`src/rtl/cpu_ctrl_pkg.sv`:
```
// Shared control encodings for the multi-cycle RISC-V datapath.
// Holds the controller state enum, the opcodes the controller decodes and the
// mux-select / ALUOp encodings that the ALU decoder also consumes.
// Optional feature macro: MCFSM_JALR_EN adds the JALR / JALWB states.
package cpu_ctrl_pkg;

    // Controller states; JALR support only exists when the macro is defined
    typedef enum logic [3:0] {
        S_FETCH,
        S_DECODE,
        S_MEMADR,
        S_MEMREAD,
        S_MEMWB,
        S_MEMWRITE,
        S_EXECR,
        S_EXECI,
        S_ALUWB,
        S_JAL,
        S_BEQ
`ifdef MCFSM_JALR_EN
        ,
        S_JALR,
        S_JALWB
`endif
    } state_t;

    // Opcodes handled by the controller
    localparam logic [6:0] OP_LOAD  = 7'b0000011;
    localparam logic [6:0] OP_STORE = 7'b0100011;
    localparam logic [6:0] OP_RTYPE = 7'b0110011;
    localparam logic [6:0] OP_ITYPE = 7'b0010011;
    localparam logic [6:0] OP_JAL   = 7'b1101111;
    localparam logic [6:0] OP_BEQ   = 7'b1100011;
    localparam logic [6:0] OP_JALR  = 7'b1100111;

    // ALU operand A select
    localparam logic [1:0] SRCA_PC    = 2'b00;
    localparam logic [1:0] SRCA_OLDPC = 2'b01;
    localparam logic [1:0] SRCA_RD1   = 2'b10;

    // ALU operand B select
    localparam logic [1:0] SRCB_RD2  = 2'b00;
    localparam logic [1:0] SRCB_IMM  = 2'b01;
    localparam logic [1:0] SRCB_FOUR = 2'b10;

    // Result bus select
    localparam logic [1:0] RES_ALUOUT    = 2'b00;
    localparam logic [1:0] RES_DATA      = 2'b01;
    localparam logic [1:0] RES_ALURESULT = 2'b10;

    // ALUOp handed to the ALU decoder
    localparam logic [1:0] ALUOP_ADD  = 2'b00;
    localparam logic [1:0] ALUOP_SUB  = 2'b01;
    localparam logic [1:0] ALUOP_FUNC = 2'b10;

    // Raw per-state control word, before memory-ready gating and reset forcing
    typedef struct packed {
        logic       pc_update;
        logic       ir_write;
        logic       mem_write;
        logic       reg_write;
        logic       branch;
        logic       adr_src;
        logic [1:0] alu_src_a;
        logic [1:0] alu_src_b;
        logic [1:0] result_src;
        logic [1:0] alu_op;
    } ctrl_word_t;

endpackage

```
`src/rtl/main_control_fsm_if.sv`:
```
// Controller <-> datapath signal bundle.
// The master modport is the controller side (drives selects and enables),
// the slave modport is the datapath/memory side.
interface main_control_fsm_if;

    logic [6:0] op;
    logic       mem_ready;
    logic       PCUpdate;
    logic       IRWrite;
    logic       MemWrite;
    logic       RegWrite;
    logic       Branch;
    logic       AdrSrc;
    logic [1:0] ALUSrcA;
    logic [1:0] ALUSrcB;
    logic [1:0] ResultSrc;
    logic [1:0] ALUOp;
    logic       instr_done;
    logic       illegal;

    modport master (
        input  op,
        input  mem_ready,
        output PCUpdate,
        output IRWrite,
        output MemWrite,
        output RegWrite,
        output Branch,
        output AdrSrc,
        output ALUSrcA,
        output ALUSrcB,
        output ResultSrc,
        output ALUOp,
        output instr_done,
        output illegal
    );

    modport slave (
        output op,
        output mem_ready,
        input  PCUpdate,
        input  IRWrite,
        input  MemWrite,
        input  RegWrite,
        input  Branch,
        input  AdrSrc,
        input  ALUSrcA,
        input  ALUSrcB,
        input  ResultSrc,
        input  ALUOp,
        input  instr_done,
        input  illegal
    );

endinterface

```
`src/rtl/main_ctrl_outputs.sv`:
```
// Purely combinational state -> control word table for the main controller.
// Values here are the ungated Moore outputs; memory-ready gating of the fetch
// enables and reset forcing are applied by the top.
// Optional feature macro: MCFSM_JALR_EN adds the JALR / JALWB rows.
module main_ctrl_outputs
    import cpu_ctrl_pkg::*;
(
    input  state_t     state,
    output ctrl_word_t ctrl
);

    // Decode the current state into selects and enables; unlisted fields stay 0
    always_comb begin
        ctrl = '0;
        case (state)
            S_FETCH: begin
                ctrl.adr_src    = 1'b0;
                ctrl.alu_src_a  = SRCA_PC;
                ctrl.alu_src_b  = SRCB_FOUR;
                ctrl.alu_op     = ALUOP_ADD;
                ctrl.result_src = RES_ALURESULT;
                ctrl.ir_write   = 1'b1;
                ctrl.pc_update  = 1'b1;
            end
            S_DECODE: begin
                // Branch target OldPC + imm is parked in ALUOut here
                ctrl.alu_src_a = SRCA_OLDPC;
                ctrl.alu_src_b = SRCB_IMM;
                ctrl.alu_op    = ALUOP_ADD;
            end
            S_MEMADR: begin
                ctrl.alu_src_a = SRCA_RD1;
                ctrl.alu_src_b = SRCB_IMM;
                ctrl.alu_op    = ALUOP_ADD;
            end
            S_MEMREAD: begin
                ctrl.adr_src    = 1'b1;
                ctrl.result_src = RES_ALUOUT;
            end
            S_MEMWB: begin
                ctrl.result_src = RES_DATA;
                ctrl.reg_write  = 1'b1;
            end
            S_MEMWRITE: begin
                ctrl.adr_src    = 1'b1;
                ctrl.result_src = RES_ALUOUT;
                ctrl.mem_write  = 1'b1;
            end
            S_EXECR: begin
                ctrl.alu_src_a = SRCA_RD1;
                ctrl.alu_src_b = SRCB_RD2;
                ctrl.alu_op    = ALUOP_FUNC;
            end
            S_EXECI: begin
                ctrl.alu_src_a = SRCA_RD1;
                ctrl.alu_src_b = SRCB_IMM;
                ctrl.alu_op    = ALUOP_FUNC;
            end
            S_ALUWB: begin
                ctrl.result_src = RES_ALUOUT;
                ctrl.reg_write  = 1'b1;
            end
            S_JAL: begin
                // ALU computes OldPC + 4 for the link while ALUOut (target) loads PC
                ctrl.alu_src_a  = SRCA_OLDPC;
                ctrl.alu_src_b  = SRCB_FOUR;
                ctrl.alu_op     = ALUOP_ADD;
                ctrl.result_src = RES_ALUOUT;
                ctrl.pc_update  = 1'b1;
            end
            S_BEQ: begin
                ctrl.alu_src_a  = SRCA_RD1;
                ctrl.alu_src_b  = SRCB_RD2;
                ctrl.alu_op     = ALUOP_SUB;
                ctrl.result_src = RES_ALUOUT;
                ctrl.branch     = 1'b1;
            end
`ifdef MCFSM_JALR_EN
            S_JALR: begin
                // rs1 + imm goes straight from the ALU result into PC
                ctrl.alu_src_a  = SRCA_RD1;
                ctrl.alu_src_b  = SRCB_IMM;
                ctrl.alu_op     = ALUOP_ADD;
                ctrl.result_src = RES_ALURESULT;
                ctrl.pc_update  = 1'b1;
            end
            S_JALWB: begin
                ctrl.alu_src_a  = SRCA_OLDPC;
                ctrl.alu_src_b  = SRCB_FOUR;
                ctrl.alu_op     = ALUOP_ADD;
                ctrl.result_src = RES_ALURESULT;
                ctrl.reg_write  = 1'b1;
            end
`endif
            default: begin
                ctrl = '0;
            end
        endcase
    end

endmodule

```
`src/rtl/main_control_fsm.sv`:
```
// Multi-cycle main controller for the shared RISC-V datapath.
// Holds the state register and next-state logic; the state -> control word
// table lives in main_ctrl_outputs. Memory accesses in FETCH, MEMREAD and
// MEMWRITE stall on mem_ready; every other state ignores it.
// Optional feature macro: MCFSM_JALR_EN adds jalr via the JALR / JALWB states;
// without it opcode 1100111 is reported as illegal.
module main_control_fsm
    import cpu_ctrl_pkg::*;
(
    input  logic                clk,
    input  logic                rst,
    main_control_fsm_if.master  bus
);

    state_t     state_q;
    state_t     state_d;
    ctrl_word_t table_w;
    logic       illegal_c;
    logic       instr_done_c;
    logic       fetch_ok;

    main_ctrl_outputs u_outputs (
        .state (state_q),
        .ctrl  (table_w)
    );

    // FETCH enables only fire on the cycle the memory returns the instruction
    assign fetch_ok = (state_q != S_FETCH) | bus.mem_ready;

    // State register; reset parks the controller in FETCH
    always_ff @(posedge clk) begin
        if (rst) begin
            state_q <= S_FETCH;
        end else begin
            state_q <= state_d;
        end
    end

    // Next-state selection plus the illegal-opcode and end-of-instruction flags
    always_comb begin
        state_d   = state_q;
        illegal_c = 1'b0;
        case (state_q)
            S_FETCH: begin
                if (bus.mem_ready) begin
                    state_d = S_DECODE;
                end
            end
            S_DECODE: begin
                case (bus.op)
                    OP_LOAD, OP_STORE: state_d = S_MEMADR;
                    OP_RTYPE:          state_d = S_EXECR;
                    OP_ITYPE:          state_d = S_EXECI;
                    OP_JAL:            state_d = S_JAL;
                    OP_BEQ:            state_d = S_BEQ;
`ifdef MCFSM_JALR_EN
                    OP_JALR:           state_d = S_JALR;
`endif
                    default: begin
                        state_d   = S_FETCH;
                        illegal_c = 1'b1;
                    end
                endcase
            end
            S_MEMADR: begin
                state_d = (bus.op == OP_LOAD) ? S_MEMREAD : S_MEMWRITE;
            end
            S_MEMREAD: begin
                if (bus.mem_ready) begin
                    state_d = S_MEMWB;
                end
            end
            S_MEMWB:    state_d = S_FETCH;
            S_MEMWRITE: begin
                if (bus.mem_ready) begin
                    state_d = S_FETCH;
                end
            end
            S_EXECR:    state_d = S_ALUWB;
            S_EXECI:    state_d = S_ALUWB;
            S_ALUWB:    state_d = S_FETCH;
            S_JAL:      state_d = S_ALUWB;
            S_BEQ:      state_d = S_FETCH;
`ifdef MCFSM_JALR_EN
            S_JALR:     state_d = S_JALWB;
            S_JALWB:    state_d = S_FETCH;
`endif
            default:    state_d = S_FETCH;
        endcase
        // Last cycle of an instruction is any cycle heading back to FETCH;
        // FETCH's own stall cycles are excluded by the state check
        instr_done_c = (state_d == S_FETCH) && (state_q != S_FETCH);
    end

    // Drive the datapath; reset forces every select and enable to 0
    always_comb begin
        bus.PCUpdate   = 1'b0;
        bus.IRWrite    = 1'b0;
        bus.MemWrite   = 1'b0;
        bus.RegWrite   = 1'b0;
        bus.Branch     = 1'b0;
        bus.AdrSrc     = 1'b0;
        bus.ALUSrcA    = 2'b00;
        bus.ALUSrcB    = 2'b00;
        bus.ResultSrc  = 2'b00;
        bus.ALUOp      = 2'b00;
        bus.instr_done = 1'b0;
        bus.illegal    = 1'b0;
        if (!rst) begin
            bus.PCUpdate   = table_w.pc_update & fetch_ok;
            bus.IRWrite    = table_w.ir_write & fetch_ok;
            bus.MemWrite   = table_w.mem_write;
            bus.RegWrite   = table_w.reg_write;
            bus.Branch     = table_w.branch;
            bus.AdrSrc     = table_w.adr_src;
            bus.ALUSrcA    = table_w.alu_src_a;
            bus.ALUSrcB    = table_w.alu_src_b;
            bus.ResultSrc  = table_w.result_src;
            bus.ALUOp      = table_w.alu_op;
            bus.instr_done = instr_done_c;
            bus.illegal    = illegal_c;
        end
    end

endmodule

```
`src/flat_wrapper.sv`:
```
// flat-port wrapper written by rule: the top's interface ports become plain ports
module main_control_fsm_flat import cpu_ctrl_pkg::*;
  (clk, rst, bus_op, bus_mem_ready, bus_PCUpdate, bus_IRWrite, bus_MemWrite, bus_RegWrite, bus_Branch, bus_AdrSrc, bus_ALUSrcA, bus_ALUSrcB, bus_ResultSrc, bus_ALUOp, bus_instr_done, bus_illegal);
  main_control_fsm_if bus_i ();
  input  logic clk;
  input  logic rst;
  input wire logic [$bits(bus_i.op)-1:0] bus_op;
  input wire logic [$bits(bus_i.mem_ready)-1:0] bus_mem_ready;
  output wire logic [$bits(bus_i.PCUpdate)-1:0] bus_PCUpdate;
  output wire logic [$bits(bus_i.IRWrite)-1:0] bus_IRWrite;
  output wire logic [$bits(bus_i.MemWrite)-1:0] bus_MemWrite;
  output wire logic [$bits(bus_i.RegWrite)-1:0] bus_RegWrite;
  output wire logic [$bits(bus_i.Branch)-1:0] bus_Branch;
  output wire logic [$bits(bus_i.AdrSrc)-1:0] bus_AdrSrc;
  output wire logic [$bits(bus_i.ALUSrcA)-1:0] bus_ALUSrcA;
  output wire logic [$bits(bus_i.ALUSrcB)-1:0] bus_ALUSrcB;
  output wire logic [$bits(bus_i.ResultSrc)-1:0] bus_ResultSrc;
  output wire logic [$bits(bus_i.ALUOp)-1:0] bus_ALUOp;
  output wire logic [$bits(bus_i.instr_done)-1:0] bus_instr_done;
  output wire logic [$bits(bus_i.illegal)-1:0] bus_illegal;
  assign bus_i.op = bus_op;
  assign bus_i.mem_ready = bus_mem_ready;
  assign bus_PCUpdate = bus_i.PCUpdate;
  assign bus_IRWrite = bus_i.IRWrite;
  assign bus_MemWrite = bus_i.MemWrite;
  assign bus_RegWrite = bus_i.RegWrite;
  assign bus_Branch = bus_i.Branch;
  assign bus_AdrSrc = bus_i.AdrSrc;
  assign bus_ALUSrcA = bus_i.ALUSrcA;
  assign bus_ALUSrcB = bus_i.ALUSrcB;
  assign bus_ResultSrc = bus_i.ResultSrc;
  assign bus_ALUOp = bus_i.ALUOp;
  assign bus_instr_done = bus_i.instr_done;
  assign bus_illegal = bus_i.illegal;
  main_control_fsm u_core (.clk(clk), .rst(rst), .bus(bus_i));
endmodule
```
`config.mk`:
```
export PLATFORM = sky130hd
export DESIGN_NAME = main_control_fsm_flat
export DESIGN_NICKNAME = d
export VERILOG_FILES = /design/src/rtl/cpu_ctrl_pkg.sv /design/src/rtl/main_control_fsm_if.sv /design/src/rtl/main_ctrl_outputs.sv /design/src/rtl/main_control_fsm.sv /design/src/flat_wrapper.sv
export SDC_FILE = /design/constraint.sdc
export NUM_CORES = 1
export LEC_CHECK = 0
export CAP_MARGIN = 30
export CORE_MARGIN = 3
export CORE_UTILIZATION = 45
export DETAILED_ROUTE_END_ITERATION = 8
export PLACE_DENSITY = 0.82
export SLEW_MARGIN = 20
export SYNTH_ARGS = -nofsm -noshare
export SYNTH_HDL_FRONTEND = slang
export SYNTH_SLANG_ARGS = --single-unit
```
`constraint.sdc`:
```
create_clock -name clk -period 2.8 [get_ports clk]
set_clock_uncertainty 0.1 [all_clocks]
set_input_delay 0.56 -clock clk [delete_from_list [all_inputs] [get_ports clk]]
set_output_delay 0.56 -clock clk [all_outputs]
set_load 0.05 [all_outputs]
```
# Yosys cells after proc, flatten, opt, wreduce, memory -nomap -nowiden
# Index checks and enable logic that the tools add are counted.
[op_classes]
eq_ne = 16
mux = 29
n_bitwise = 3
n_reduce_logical = 13
[ops]
columns = ["cell", "count"]
rows = [
  ["$pmux 4 s5", 2],
  ["$pmux 4 s6", 1],
  ["$eq 4x3->1 const B", 4],
  ["$mux 1", 16],
  ["$eq 7x6->1 const B", 2],
  ["$eq 7x7->1 const B", 2],
  ["$reduce_or 2->1", 7],
  ["$eq 4x4->1 const B", 3],
  ["$mux 4", 3],
  ["$eq 4x2->1 const B", 2],
  ["$logic_not 4->1", 2],
  ["$mux 2", 4],
  ["$pmux 2 s2", 2],
  ["$eq 7x2->1 const B", 1],
  ["$eq 7x5->1 const B", 1],
  ["$reduce_or 6->1", 1],
  ["$eq 4x1->1 const B", 1],
  ["$reduce_bool 4->1", 1],
  ["$mux 3", 1],
  ["$reduce_or 3->1", 1],
  ["$and 1x1->1", 2],
  ["$logic_and 1x1->1", 1],
  ["$or 1x1->1", 1],
]
[totals]
ff_bits = 4
inputBits = 10
output_inout_bits = 16
elab_cells = 62

# Longest topological paths before layout
[depth]
depth_word = 7
ltp_mapped = 6

# By module
# Synthesis repeated with hierarchy kept, for this count alone.
[hier_totals]
hier_cells = 96
area_unflattened_um2 = 696.9
[by_module_without_submodules]
columns = ["mod", "instances", "cells_each", "area_per_inst_um2", "seq_area_each_um2"]
rows = [
  ["main_control_fsm", 1, 72, 520.5, 80.1],
  ["main_ctrl_outputs", 1, 24, 176.4, 0.0],
]

# Worst setup path before layout
# OpenSTA, ideal clock, no wires.
[synth_timing]
path_kind = "register to output"
start = "register u_core.state_q[3]"
end = "output port bus_ALUSrcB[1]"
t_arrival_ps = 2248
slack_ps = -108
path_stages_with_launch = 5
n_path_buf = 2
cell_sequence = "dfxtp_1 -> buf_6 -> clkbuf_1 -> xor2_1 -> nor4_1"
[synth_between]
elab_chain_len = 4
word_cells_on_any_way = 11
classes_between = "6 x eq/ne; 2 x mux; 3 x reduce/logical"
[synth_rtl]
columns = ["element", "line", "rtl"]
rows = [
  ["start: declaration", "main_control_fsm.sv:15", "state_t state_q;"],
  ["start signal: assignment", "main_control_fsm.sv:35", "state_q <= state_d;"],
  ["$eq 4x4->1, or another cell as far along", "main_ctrl_outputs.sv:15", "case (state)"],
  ["$reduce_or 2->1 (no line)", "--", ""],
  ["$pmux 4 s5 (*)", "main_ctrl_outputs.sv:15", ""],
  ["$mux 2 (*)", "main_control_fsm.sv:109", "if (!rst) begin"],
  ["end: declaration", "flat_wrapper.sv:16", "output wire logic [$bits(bus_i.ALUSrcB)-1:0] bus_ALUSrcB;"],
]
# Mark *: on every way between the ends. The rest lies on a longest branch, timed or not.

# Worst setup path after layout
[layout_timing]
start = "register u_core.state_q[1]"
end = "output port bus_instr_done"
[layout_between]
elab_chain_len = 6
word_cells_on_any_way = 17
classes_between = "7 x eq/ne; 5 x mux; 5 x reduce/logical"
[layout_rtl]
columns = ["element", "line", "rtl"]
rows = [
  ["$eq 4x3->1 or $eq 4x4->1 (tied branches)", "main_control_fsm.sv:43", "case (state_q)"],
  ["$reduce_or 3->1 (no line)", "--", ""],
  ["$pmux 4 s6", "main_control_fsm.sv:43", ""],
  ["$logic_not 4->1", "main_control_fsm.sv:92", "instr_done_c = (state_d == S_FETCH) && (state_q != S_FETCH);"],
  ["$logic_and 1x1->1 (*)", "main_control_fsm.sv:92", ""],
  ["$mux 1 (*)", "main_control_fsm.sv:109", ""],
  ["end: declaration", "flat_wrapper.sv:19", "output wire logic [$bits(bus_i.instr_done)-1:0] bus_instr_done;"],
]
# Marks and branches as above.

==> impl_metrics.json <==
{
  "status": "finished, violations left",
  "violations": "setup timing",
  "die_y_um": 43.9,
  "grt_max_degree": 19,
  "cpPeakStageDelay_ps": 570,
  "ios": 26,
  "worst_pin_slew_ps": 664,
  "drive_gt1_share_pct": 30.6,
  "htreeDepth": 1,
  "whs_ps": 746,
  "vias": 918,
  "ys.flop_type": "dfxtp_1",
  "p_per_area_nw_per_um2": 226,
  "layout.nets": 136,
  "critical_path.slowest_cell": "nor4b_1",
  "drtPass1Iterations": 5,
  "top_register": "u_core.state_q",
  "crit_chain": "buf_4 > nor4b_1 > o31ai_2 > nand4_1 > nor4b_4 > buf_12",
  "grt_pass1_wl_mm": 3.77,
  "cts_tree": "done",
  "mostFrequentLayoutCells": "buf_12, buf_4, nor2_1, nand2_1",
  "grt_pass1_vias": 854,
  "path_max_fanout": 12,
  "post-route-min-period_ps": 2910,
  "dieArea_um2": 1930,
  "clkLatencyLatePin_ps": 250,
  "worst_slack_ps": -109,
  "cts_root_buf": "clkbuf_4",
  "synth_nets": 101,
  "cts.sinks": 4,
  "cp.arrival_ps": 2250,
  "max_cap_violations": 0,
  "p_leak_nw": 0.527,
  "track_usage_pct": 25.8,
  "largestRegisters": "u_core.state_q x4",
  "synth_seq_area_share_pct": 12.4,
  "gp_congestion": 0.839,
  "viasPerCell": 6.60,
  "yosys_warnings": 0,
  "crit_path_end_kind": "output pin",
  "fp-row-count": 13,
  "drv_slew": 0,
  "largest_reg_flops": 4,
  "synth_area_um2": 646,
  "setup_viol": 1,
  "first_iter_violations": 74,
  "start_util_pct": 49.0,
  "netlist_instances": 91,
  "finalHoldViolations": 0,
  "dpl_worst_slack_ps": -117,
  "syn_to_final_growth_pct": 82.0,
  "postRouteAntennaNets": 0,
  "drc": 0,
  "power_mw": 0.265,
  "ys_async_sr_fraction_pct": 0,
  "grt-ovfl-total": 0,
  "cp.required_ps": 2140,
  "die_w_um": 43.9,
  "slew_headroom_pct": 55.1,
  "antenna_found_initial": 0,
  "path_clk_slew_ps": 40,
  "ys_ff_latch": 4,
  "synth_area_leaders": "dfxtp_1, and3b_1, and3_1",
  "routed_wirelength_mm": 2.90,
  "antenna_cells": 0,
  "clockBufferDepth": 2,
  "period_share_pct": 104,
  "cts_buffers": 3,
  "vdd_ir_drop_max_uv": 127,
  "wire_per_inst_um": 20.8,
  "yosysTopAreaCellShare_pct": 12.4,
  "cp-start-kind": "register",
  "hpwl_mm": 1.60,
  "criticalPathCategory": "reg2out",
  "core_area_um2": 1320,
  "fin_util_pct": 89.2,
  "final_common_cell": "buf_12",
  "synth_top_area_cell": "dfxtp_1",
  "fmax_mhz": 344,
  "synth_edf_count": 0,
  "ys_types": 37,
  "portBuffers": 25,
  "hp-class": "reg2reg",
  "syn_area_per_cell_um2": 7.09
}
-- final cells by class --
| type | count | area [um2] |
|---|---|---|
| timing repair buffer | 38 | 507 |
| inverter | 1 | 3.75 |
| tap | 15 | 18.8 |
| clock buffer | 3 | 22.5 |
| sequential | 4 | 80.1 |
| multi-input combinational | 78 | 543 |
| fill | 55 | 143 |
-- cell usage after synthesis, drive strengths merged, types with 4 or more instances --
cell,n
a21oi,6
and3,5
and3b,4
buf,6
dfxtp,4
nand2,6
nand2b,4
nor2,8
nor3,6
o21ai,6
-- report_power, final --
part           internal, mW  switching, mW
Combinational        0.0587         0.0645
Sequential           0.0583        0.00465
Clock                0.0484         0.0304
Total                 0.165         0.0996
-- metrics by stage --
| stage | instances | TNS (ps) | cell area (um2) |
|---|---|---|---|
| finish | 139 | -109 | 1170 |
| global route | 139 | -311 | 1170 |
| CTS | 139 | 0 | 1170 |
| detailed placement | 135 | -117 | 1110 |
| global placement | 135 | -14.3 | 1110 |
| floorplan | 91 | -216 | 646 |
-- cell families after synthesis --
logic type | count (synthesis) | share of synthesized area, %
and+or+nand+nor | 56 | 56.6
AOI/OAI and AO/OA | 17 | 15.5
buffers and inverters | 9 | 8.72
xor gates and xnor gates | 5 | 6.78
DFF | 4 | 12.4
-- what timing repair did --
action,in CTS,in global routing
cloned,0,0
setup buffers,1,0
pin swaps,3,1
hold buffers,0,0
setup endpoints to repair,1,1
resized for setup,8,3
-- metal layers --
layer | wire (um) | GRT usage, % | up-vias | share of wire (%)
met1 | 1020 | 28.3 | 402 | 35
met5 | 0 | 0 | - | 0
met2 | 1370 | 47.1 | 87 | 47
met3 | 273 | 2.90 | 29 | 9.4
met4 | 238 | 13.9 | 0 | 8.2
li1 | - | - | 400 | -
-- worst max-delay path: cells and delay by family, from the launching register on --
family / cells / cell delay, ps
and+or+nand+nor: 3 / 890
DFF: 1 / 510
buffers and inverters: 2 / 400
AOI/OAI and AO/OA: 1 / 190
-- final timing paths --
check                           cells after the start  slack (ps)                end              start
worst max register to register                      5         710  u_core.state_q[2]  u_core.state_q[1]
worst max-delay path                                6        -110     bus_instr_done  u_core.state_q[1]
worst min-delay path                                4         750  u_core.state_q[0]  u_core.state_q[1]
worst min register to register                      4         750  u_core.state_q[0]  u_core.state_q[1]
Power figures use the tool's default switching activity.
